===== src/rtl/accel_op_arbiter_if.sv =====
// accel_op_arbiter_if
// Bundles the request, response and shared-unit signals of accel_op_arbiter.
//
// Parameters:
//   NREQ - number of requesters
//   IDW  - requester ID width, derived from NREQ
//
// Signals:
//   req_valid[NREQ]     per-requester request valid
//   req_op[5*NREQ]      per-requester opcode, slice i = [5*i+4:5*i]
//   req_data[19*NREQ]   per-requester operand, slice i = [19*i+18:19*i]
//   req_ready[NREQ]     one-hot grant/accept
//   rsp_valid/rsp_ready response handshake
//   rsp_id/rsp_data     requester index and captured result
//   rsp_err             illegal-opcode flag
//   alu_op/alu_b        opcode and operand to the shared unit
//   alu_start           single-cycle start pulse to the shared unit
//   alu_result          result from the shared unit
//   busy                arbiter is not idle
//
// Modports:
//   slave  - the arbiter side
//   master - the requester / unit / consumer side
interface accel_op_arbiter_if #(
    parameter int NREQ = 4,
    parameter int IDW  = (NREQ > 1) ? $clog2(NREQ) : 1
);
    logic [NREQ-1:0]    req_valid;
    logic [5*NREQ-1:0]  req_op;
    logic [19*NREQ-1:0] req_data;
    logic [NREQ-1:0]    req_ready;
    logic               rsp_valid;
    logic               rsp_ready;
    logic [IDW-1:0]     rsp_id;
    logic [18:0]        rsp_data;
    logic               rsp_err;
    logic [4:0]         alu_op;
    logic [18:0]        alu_b;
    logic               alu_start;
    logic [18:0]        alu_result;
    logic               busy;

    modport slave (
        input  req_valid, req_op, req_data, rsp_ready, alu_result,
        output req_ready, rsp_valid, rsp_id, rsp_data, rsp_err,
               alu_op, alu_b, alu_start, busy
    );

    modport master (
        output req_valid, req_op, req_data, rsp_ready, alu_result,
        input  req_ready, rsp_valid, rsp_id, rsp_data, rsp_err,
               alu_op, alu_b, alu_start, busy
    );
endinterface


===== src/rtl/accel_op_arbiter.sv =====
// accel_op_arbiter
// Round-robin arbiter and sequencer sharing one 19-bit custom-instruction
// unit (FFT/ENC/DEC) among NREQ requesters. One request is accepted at a
// time, driven to the unit for LAT cycles, and the captured result is
// returned with the requester ID over a valid/ready response channel.
//
// Parameters:
//   NREQ - number of requesters (2..8)
//   LAT  - unit execution cycles before result capture (1..15)
//
// Ports:
//   clk   - rising-edge clock
//   rst_n - asynchronous active-low reset
//   bus   - accel_op_arbiter_if.slave (request, response and unit signals)
//
// Configuration macro:
//   ACCEL_OPCHECK_EN - when defined, an accepted illegal opcode bypasses the
//                      unit and is answered directly with rsp_err=1 and
//                      rsp_data=0. When undefined, every opcode runs through
//                      the unit and rsp_err is tied low.
module accel_op_arbiter #(
    parameter int NREQ = 4,
    parameter int LAT  = 2,
    localparam int IDW = (NREQ > 1) ? $clog2(NREQ) : 1
) (
    input logic               clk,
    input logic               rst_n,
    accel_op_arbiter_if.slave bus
);

    typedef enum logic [1:0] {
        IDLE = 2'd0,
        EXEC = 2'd1,
        RESP = 2'd2
    } state_t;

    state_t          state;
    state_t          state_next;

    logic [IDW-1:0]  ptr;
    logic [3:0]      cnt;
    logic [IDW-1:0]  rsp_id_q;
    logic [18:0]     rsp_data_q;
    logic [4:0]      alu_op_q;
    logic [18:0]     alu_b_q;
    logic            alu_start_q;

    logic            found;
    logic [IDW-1:0]  winner;
    logic [NREQ-1:0] grant_vec;
    logic [4:0]      winner_op;
    logic [18:0]     winner_data;
    logic [IDW-1:0]  ptr_after;
    logic            accept;
    logic            skip_exec;

    // Rotating priority search: the first valid requester at or above ptr,
    // wrapping modulo NREQ, wins.
    always_comb begin
        int idx;
        found  = 1'b0;
        winner = '0;
        idx    = 0;
        for (int k = 0; k < NREQ; k++) begin
            idx = int'(ptr) + k;
            if (idx >= NREQ) begin
                idx = idx - NREQ;
            end
            if (!found && bus.req_valid[idx]) begin
                found  = 1'b1;
                winner = IDW'(idx);
            end
        end
    end

    always_comb begin
        grant_vec = '0;
        if (state == IDLE && found) begin
            grant_vec[winner] = 1'b1;
        end
    end

    assign accept      = (state == IDLE) && found;
    assign winner_op   = bus.req_op[5*int'(winner) +: 5];
    assign winner_data = bus.req_data[19*int'(winner) +: 19];
    assign ptr_after   = (winner == IDW'(NREQ - 1)) ? '0 : winner + IDW'(1);

`ifdef ACCEL_OPCHECK_EN
    logic rsp_err_q;

    function automatic logic op_legal(input logic [4:0] op);
        return (op == 5'b10000) || (op == 5'b10001) || (op == 5'b10010);
    endfunction

    assign skip_exec   = !op_legal(winner_op);
    assign bus.rsp_err = rsp_err_q;
`else
    assign skip_exec   = 1'b0;
    assign bus.rsp_err = 1'b0;
`endif

    always_ff @(posedge clk or negedge rst_n) begin
        if (!rst_n) begin
            state <= IDLE;
        end else begin
            state <= state_next;
        end
    end

    always_comb begin
        state_next = state;
        case (state)
            IDLE: begin
                if (accept) begin
                    state_next = skip_exec ? RESP : EXEC;
                end
            end
            EXEC: begin
                if (cnt == 4'd0) begin
                    state_next = RESP;
                end
            end
            RESP: begin
                if (bus.rsp_ready) begin
                    state_next = IDLE;
                end
            end
            default: state_next = IDLE;
        endcase
    end

    // Datapath: request capture on accept, countdown while the unit runs,
    // result capture on the last EXEC cycle, opcode cleared on handshake.
    always_ff @(posedge clk or negedge rst_n) begin
        if (!rst_n) begin
            ptr         <= '0;
            cnt         <= '0;
            rsp_id_q    <= '0;
            rsp_data_q  <= '0;
            alu_op_q    <= 5'b00000;
            alu_b_q     <= '0;
            alu_start_q <= 1'b0;
`ifdef ACCEL_OPCHECK_EN
            rsp_err_q   <= 1'b0;
`endif
        end else begin
            alu_start_q <= 1'b0;
            case (state)
                IDLE: begin
                    if (accept) begin
                        rsp_id_q <= winner;
                        ptr      <= ptr_after;
                        cnt      <= 4'(LAT - 1);
                        alu_b_q  <= winner_data;
                        if (skip_exec) begin
                            // The unit is never started for a rejected
                            // opcode, so its opcode input stays quiet.
                            alu_op_q   <= 5'b00000;
                            rsp_data_q <= '0;
`ifdef ACCEL_OPCHECK_EN
                            rsp_err_q  <= 1'b1;
`endif
                        end else begin
                            alu_op_q    <= winner_op;
                            alu_start_q <= 1'b1;
                        end
                    end
                end
                EXEC: begin
                    if (cnt == 4'd0) begin
                        rsp_data_q <= bus.alu_result;
`ifdef ACCEL_OPCHECK_EN
                        rsp_err_q  <= 1'b0;
`endif
                    end else begin
                        cnt <= cnt - 4'd1;
                    end
                end
                RESP: begin
                    if (bus.rsp_ready) begin
                        alu_op_q <= 5'b00000;
                    end
                end
                default: begin
                    alu_op_q <= 5'b00000;
                end
            endcase
        end
    end

    assign bus.req_ready = grant_vec;
    assign bus.rsp_valid = (state == RESP);
    assign bus.rsp_id    = rsp_id_q;
    assign bus.rsp_data  = rsp_data_q;
    assign bus.alu_op    = alu_op_q;
    assign bus.alu_b     = alu_b_q;
    assign bus.alu_start = alu_start_q;
    assign bus.busy      = (state != IDLE);

endmodule


===== src/flat_wrapper.sv =====
// flat-port wrapper written by rule: the top's interface ports become plain ports
module accel_op_arbiter_flat 
#(
    parameter int NREQ = 4,
    parameter int LAT  = 2,
    localparam int IDW = (NREQ > 1) ? $clog2(NREQ) : 1
)
  (clk, rst_n, bus_req_valid, bus_req_op, bus_req_data, bus_rsp_ready, bus_alu_result, bus_req_ready, bus_rsp_valid, bus_rsp_id, bus_rsp_data, bus_rsp_err, bus_alu_op, bus_alu_b, bus_alu_start, bus_busy);
  accel_op_arbiter_if #(.NREQ(NREQ)) bus_i ();
  input logic clk;
  input logic rst_n;
  input wire logic [$bits(bus_i.req_valid)-1:0] bus_req_valid;
  input wire logic [$bits(bus_i.req_op)-1:0] bus_req_op;
  input wire logic [$bits(bus_i.req_data)-1:0] bus_req_data;
  input wire logic [$bits(bus_i.rsp_ready)-1:0] bus_rsp_ready;
  input wire logic [$bits(bus_i.alu_result)-1:0] bus_alu_result;
  output wire logic [$bits(bus_i.req_ready)-1:0] bus_req_ready;
  output wire logic [$bits(bus_i.rsp_valid)-1:0] bus_rsp_valid;
  output wire logic [$bits(bus_i.rsp_id)-1:0] bus_rsp_id;
  output wire logic [$bits(bus_i.rsp_data)-1:0] bus_rsp_data;
  output wire logic [$bits(bus_i.rsp_err)-1:0] bus_rsp_err;
  output wire logic [$bits(bus_i.alu_op)-1:0] bus_alu_op;
  output wire logic [$bits(bus_i.alu_b)-1:0] bus_alu_b;
  output wire logic [$bits(bus_i.alu_start)-1:0] bus_alu_start;
  output wire logic [$bits(bus_i.busy)-1:0] bus_busy;
  assign bus_i.req_valid = bus_req_valid;
  assign bus_i.req_op = bus_req_op;
  assign bus_i.req_data = bus_req_data;
  assign bus_i.rsp_ready = bus_rsp_ready;
  assign bus_i.alu_result = bus_alu_result;
  assign bus_req_ready = bus_i.req_ready;
  assign bus_rsp_valid = bus_i.rsp_valid;
  assign bus_rsp_id = bus_i.rsp_id;
  assign bus_rsp_data = bus_i.rsp_data;
  assign bus_rsp_err = bus_i.rsp_err;
  assign bus_alu_op = bus_i.alu_op;
  assign bus_alu_b = bus_i.alu_b;
  assign bus_alu_start = bus_i.alu_start;
  assign bus_busy = bus_i.busy;
  accel_op_arbiter #(.NREQ(NREQ), .LAT(LAT)) u_core (.clk(clk), .rst_n(rst_n), .bus(bus_i));
endmodule

===== config.mk =====
export PLATFORM = sky130hd
export DESIGN_NAME = accel_op_arbiter_flat
export DESIGN_NICKNAME = d
export VERILOG_FILES = /design/src/rtl/accel_op_arbiter_if.sv /design/src/rtl/accel_op_arbiter.sv /design/src/flat_wrapper.sv
export SDC_FILE = /design/constraint.sdc
export NUM_CORES = 1
export LEC_CHECK = 0
export CORE_ASPECT_RATIO = 1.75
export CORE_MARGIN = 10
export CORE_UTILIZATION = 36
export DETAILED_ROUTE_END_ITERATION = 8
export PLACE_DENSITY = 0.78
export SLEW_MARGIN = 20
export SYNTH_ARGS = -nofsm -noshare
export SYNTH_HDL_FRONTEND = slang
export SYNTH_SLANG_ARGS = --single-unit
export TNS_END_PERCENT = 1

===== constraint.sdc =====
create_clock -name clk -period 4.31 [get_ports clk]
set_input_delay 1.0775 -clock clk [delete_from_list [all_inputs] [get_ports clk]]
set_output_delay 1.0775 -clock clk [all_outputs]
set_load 0.01 [all_outputs]

==> impl_results.md <==
* Status: finished clean
* Total overflow reported by the global router at 0
* Setup crit end kind: output pin
* Type of the worst min-delay path: register to register
* Routing usage on met1 at 0.149
* Via count at 2,867
* Layout cells sized above 1 at 0.100
* Most heavily used metal layer in global routing: met2
* Maximum number of pins on one net before global-route repair at 55
* Slew margin rel. at 0.378
* Clock Pin Slew Worst Setup and Hold Paths at 0.07 ns
* Clock Tree Buf Depth at 2
* Seq/Total Area, Yosys at 0.475
* Count of buffers added by post-CTS timing repair for setup at 0
* Number of violations reported at the end of detailed-routing iteration 0 at 105
* Hold violation count in the final report at 0
* Drt first pass iters at 4
* Die extent in x at 87.2 um
* Count of inserted antenna diode cells at 0
* CTS Hold Buffers Added at 0
* Layout net count at 596
* Die Outline Area at 12,000 um2
* Number of max-cap violations at 0
* Cell Pwr Density at 605 nW/um2
* Initial antenna violation count at 0
* Clk Latency, worst-skew pair at 0.30 ns
* Start point of the critical path: bus_req_valid[0]
* Total Wirelength at 10,100 um
* Post-layout minimum cycle time at 4.25 ns
* Most common library cell in the layout ignoring fill and taps: sky130_fd_sc_hd__clkdlybuf4s50_1
* First-pass GRT wire length at 15,400 um
* Global Route met3 Usage at 0.0633
* Avg Inst Size Synth at 9.62 um2
* Core Rows at 42
* Post-layout power at 2.95 mW
* Number of buffer cells added on primary ports at 173
* Reg-to-reg startpoint: u_core.state[1]
* Final design area excluding fillers at 4870 um2
* Lkg Pwr at 2.16 nW
* WP data required at 3.23 ns
* Critical path start-end classification: input pin to output pin
* Setup repair after global routing missed its margin: yes
* GRT Total Usage at 0.161
* Cell type contributing the most total cell area after synthesis: sky130_fd_sc_hd__dfrtp_1
* Critical-path maximum fanout at 4
* Dpl hpwl at 8210 um
* Area added between synthesis and finish at 71.2%
* Clock buffers created by TritonCTS at 5
* Vias per inst at 5.14
* I/O Pins at 175
* Commonest cells after routing, fill and taps aside: sky130_fd_sc_hd__clkdlybuf4s50_1 (170), sky130_fd_sc_hd__nand2_1 (83), sky130_fd_sc_hd__dfrtp_1 (54), sky130_fd_sc_hd__a21oi_1 (27), sky130_fd_sc_hd__mux2_2 (19)
* Endpoints failing setup at 0
* Fraction of the cycle the final worst path needs at 0.985
* Synth Net Count at 423
* DRC Markers at 0
* # clock sinks at 54
* Upper clock frequency limit at 0.236 GHz
* Number of routed nets with antenna violations at 0
* Post-Synthesis Cell Area at 2850 um2
* HP Start: u_core.bus.rsp_id[0]
* Final worst clock skew at 0.00507 ns
* Final weighted congestion in routability-driven placement at 0.772
* Chip height at 138 um
* Worst EP arrival at 3.17 ns
* Cell Area, Placed at 4700 um2
* Cell types with the largest area share after synthesis: sky130_fd_sc_hd__dfrtp_1 (47%), sky130_fd_sc_hd__nand2_1 (11%), sky130_fd_sc_hd__mux2_2 (7.5%), sky130_fd_sc_hd__a221o_1 (5.3%), sky130_fd_sc_hd__a21oi_1 (4.7%)
* Via count of the first global-routing pass at 3,070
* Root Buffer: sky130_fd_sc_hd__clkbuf_16
* Setup crit start kind: input pin
* Met2 global-route usage at 0.309
* Yosys top cell area share at 0.475
* Initial Util at 0.374
* Synth unique cells at 38
* Pins Over Slew Limit at 0
* Routed wire per std cell at 18.0 um
* Placeable core region at 7620 um2
* Number of storage elements in the synthesis netlist at 54
* Count of synthesis-stage warnings from yosys at 0
* Deepest level of the CTS H-tree at 2
* Mapped Cells at 296
* Maximum VDD drop at 0.219 mV
* TritonCTS clock tree: yes
* Actual slew at the worst max-slew pin at 0.930 ns
cell type report:
| type | instances | area [um2] |
|---|---|---|
| clock buffers | 6 | 129 |
| clock inverters | 2 | 13.8 |
| fillers | 665 | 2750 |
| inverters | 9 | 33.8 |
| multi-input cells | 214 | 1420 |
| flip-flops and latches | 54 | 1350 |
| well taps | 88 | 110 |
| repair buffers | 185 | 1820 |
where the power goes:
| group | total (mW) | internal [mW] | switching [mW] |
|---|---|---|---|
| Combinational | 1.66 | 0.902 | 0.761 |
| Sequential | 0.893 | 0.754 | 0.139 |
| Clock | 0.396 | 0.216 | 0.180 |
| Total | 2.95 | 1.87 | 1.08 |
registers in the layout, summed over array words and instances, names as in the netlist:
name and flops:
u_core.bus.alu_b 19, u_core.bus.rsp_data 19, u_core.bus.alu_op 5, u_core.cnt 4, u_core.bus.rsp_id 2, u_core.ptr 2, u_core.state 2, u_core.bus.alu_start 1
kinds of logic (layout without fill, tap and decap cells):
group | after synthesis | after routing | share of synthesized area
and+or+nand+nor | 106 | 106 | 0.156
AOI/OAI and AO/OA | 62 | 62 | 0.152
DFF | 54 | 54 | 0.475
muxes | 38 | 38 | 0.146
buffers and inverters | 28 | 202 | 0.0426
adders and majority gates | 5 | 5 | 0.0220
xor gates and xnor gates | 2 | 2 | 0.00615
other | 1 | 1 | 0.00132
cells in the mapped netlist:
cell and n:
sky130_fd_sc_hd__a21bo_2 1, sky130_fd_sc_hd__a21boi_0 2, sky130_fd_sc_hd__a21o_1 1, sky130_fd_sc_hd__a21oi_1 27
sky130_fd_sc_hd__a221o_1 15, sky130_fd_sc_hd__a221oi_1 1, sky130_fd_sc_hd__a221oi_2 1, sky130_fd_sc_hd__and2_1 4
sky130_fd_sc_hd__buf_1 1, sky130_fd_sc_hd__buf_2 7, sky130_fd_sc_hd__buf_4 2, sky130_fd_sc_hd__clkbuf_1 9
sky130_fd_sc_hd__conb_1 1, sky130_fd_sc_hd__dfrtp_1 54, sky130_fd_sc_hd__ha_1 5, sky130_fd_sc_hd__inv_1 8
sky130_fd_sc_hd__inv_2 1, sky130_fd_sc_hd__mux2_1 9, sky130_fd_sc_hd__mux2_2 19, sky130_fd_sc_hd__mux2i_1 10
sky130_fd_sc_hd__nand2_1 83, sky130_fd_sc_hd__nand2b_1 3, sky130_fd_sc_hd__nand3b_1 1, sky130_fd_sc_hd__nor2_1 6
sky130_fd_sc_hd__nor2_2 1, sky130_fd_sc_hd__nor2b_1 1, sky130_fd_sc_hd__nor3b_1 2, sky130_fd_sc_hd__nor4_1 2
sky130_fd_sc_hd__o211ai_1 1, sky130_fd_sc_hd__o21a_1 1, sky130_fd_sc_hd__o21ai_0 1, sky130_fd_sc_hd__o21ai_1 1
sky130_fd_sc_hd__o22ai_1 9, sky130_fd_sc_hd__o32ai_1 1, sky130_fd_sc_hd__or2_1 1, sky130_fd_sc_hd__or2_2 2
sky130_fd_sc_hd__xnor2_1 1, sky130_fd_sc_hd__xor2_1 1
what timing repair did:
action	CTS	global route
hold endpoints to repair	0	0
setup endpoints to repair	1	4
pin swaps	0	1
resized for setup	1	3
stage by stage:
stage	hold WS, ns	setup TNS (ns)	util	std cells	setup WS, ns
6_report	0.485	0	0.640	558	0.0648
5_1_grt	0.513	-0.0496	0.640	558	-0.0300
4_1_cts	0.494	0	0.637	558	0.0582
3_5_place_dp	0.476	-0.0116	0.617	550	-0.0116
3_3_place_gp	0.468	0	0.617	550	0.0536
2_1_floorplan	0.462	0	-	296	0.795
worst max-delay path, stage by stage:
cell,delay [ns]
sky130_fd_sc_hd__clkdlybuf4s50_1,0.43
sky130_fd_sc_hd__buf_4,0.16
sky130_fd_sc_hd__a21bo_2,0.23
sky130_fd_sc_hd__a221oi_4,0.34
sky130_fd_sc_hd__inv_2,0.10
sky130_fd_sc_hd__ha_1,0.20
sky130_fd_sc_hd__and2_1,0.13
sky130_fd_sc_hd__clkdlybuf4s50_1,0.49
layer usage:
layer / part of all wire / up-vias / wire length [um]
li1: - / 1366 / -
met1: 0.36 / 1372 / 3620
met2: 0.54 / 119 / 5470
met3: 0.086 / 10 / 861
met4: 0.011 / 0 / 106
met5: 0 / - / 0
path summary, 6_finish.rpt:
| kind | endpoint | slack (ns) | cells past startpoint |
|---|---|---|---|
| setup / recovery | bus_req_ready[0] | 0.06 | 8 |
| hold / removal | u_core.bus.rsp_id[0] | 0.49 | 2 |
| setup reg to reg | u_core.bus.alu_b[0] | 1.99 | 6 |
| hold reg to reg | u_core.bus.rsp_id[0] | 0.49 | 2 |
| max in group asynchronous | u_core.bus.alu_b[0] | 2.95 | 2 |
| min in group asynchronous | u_core.bus.rsp_data[8] | 0.90 | 2 |
Power figures use the tool's default switching activity.
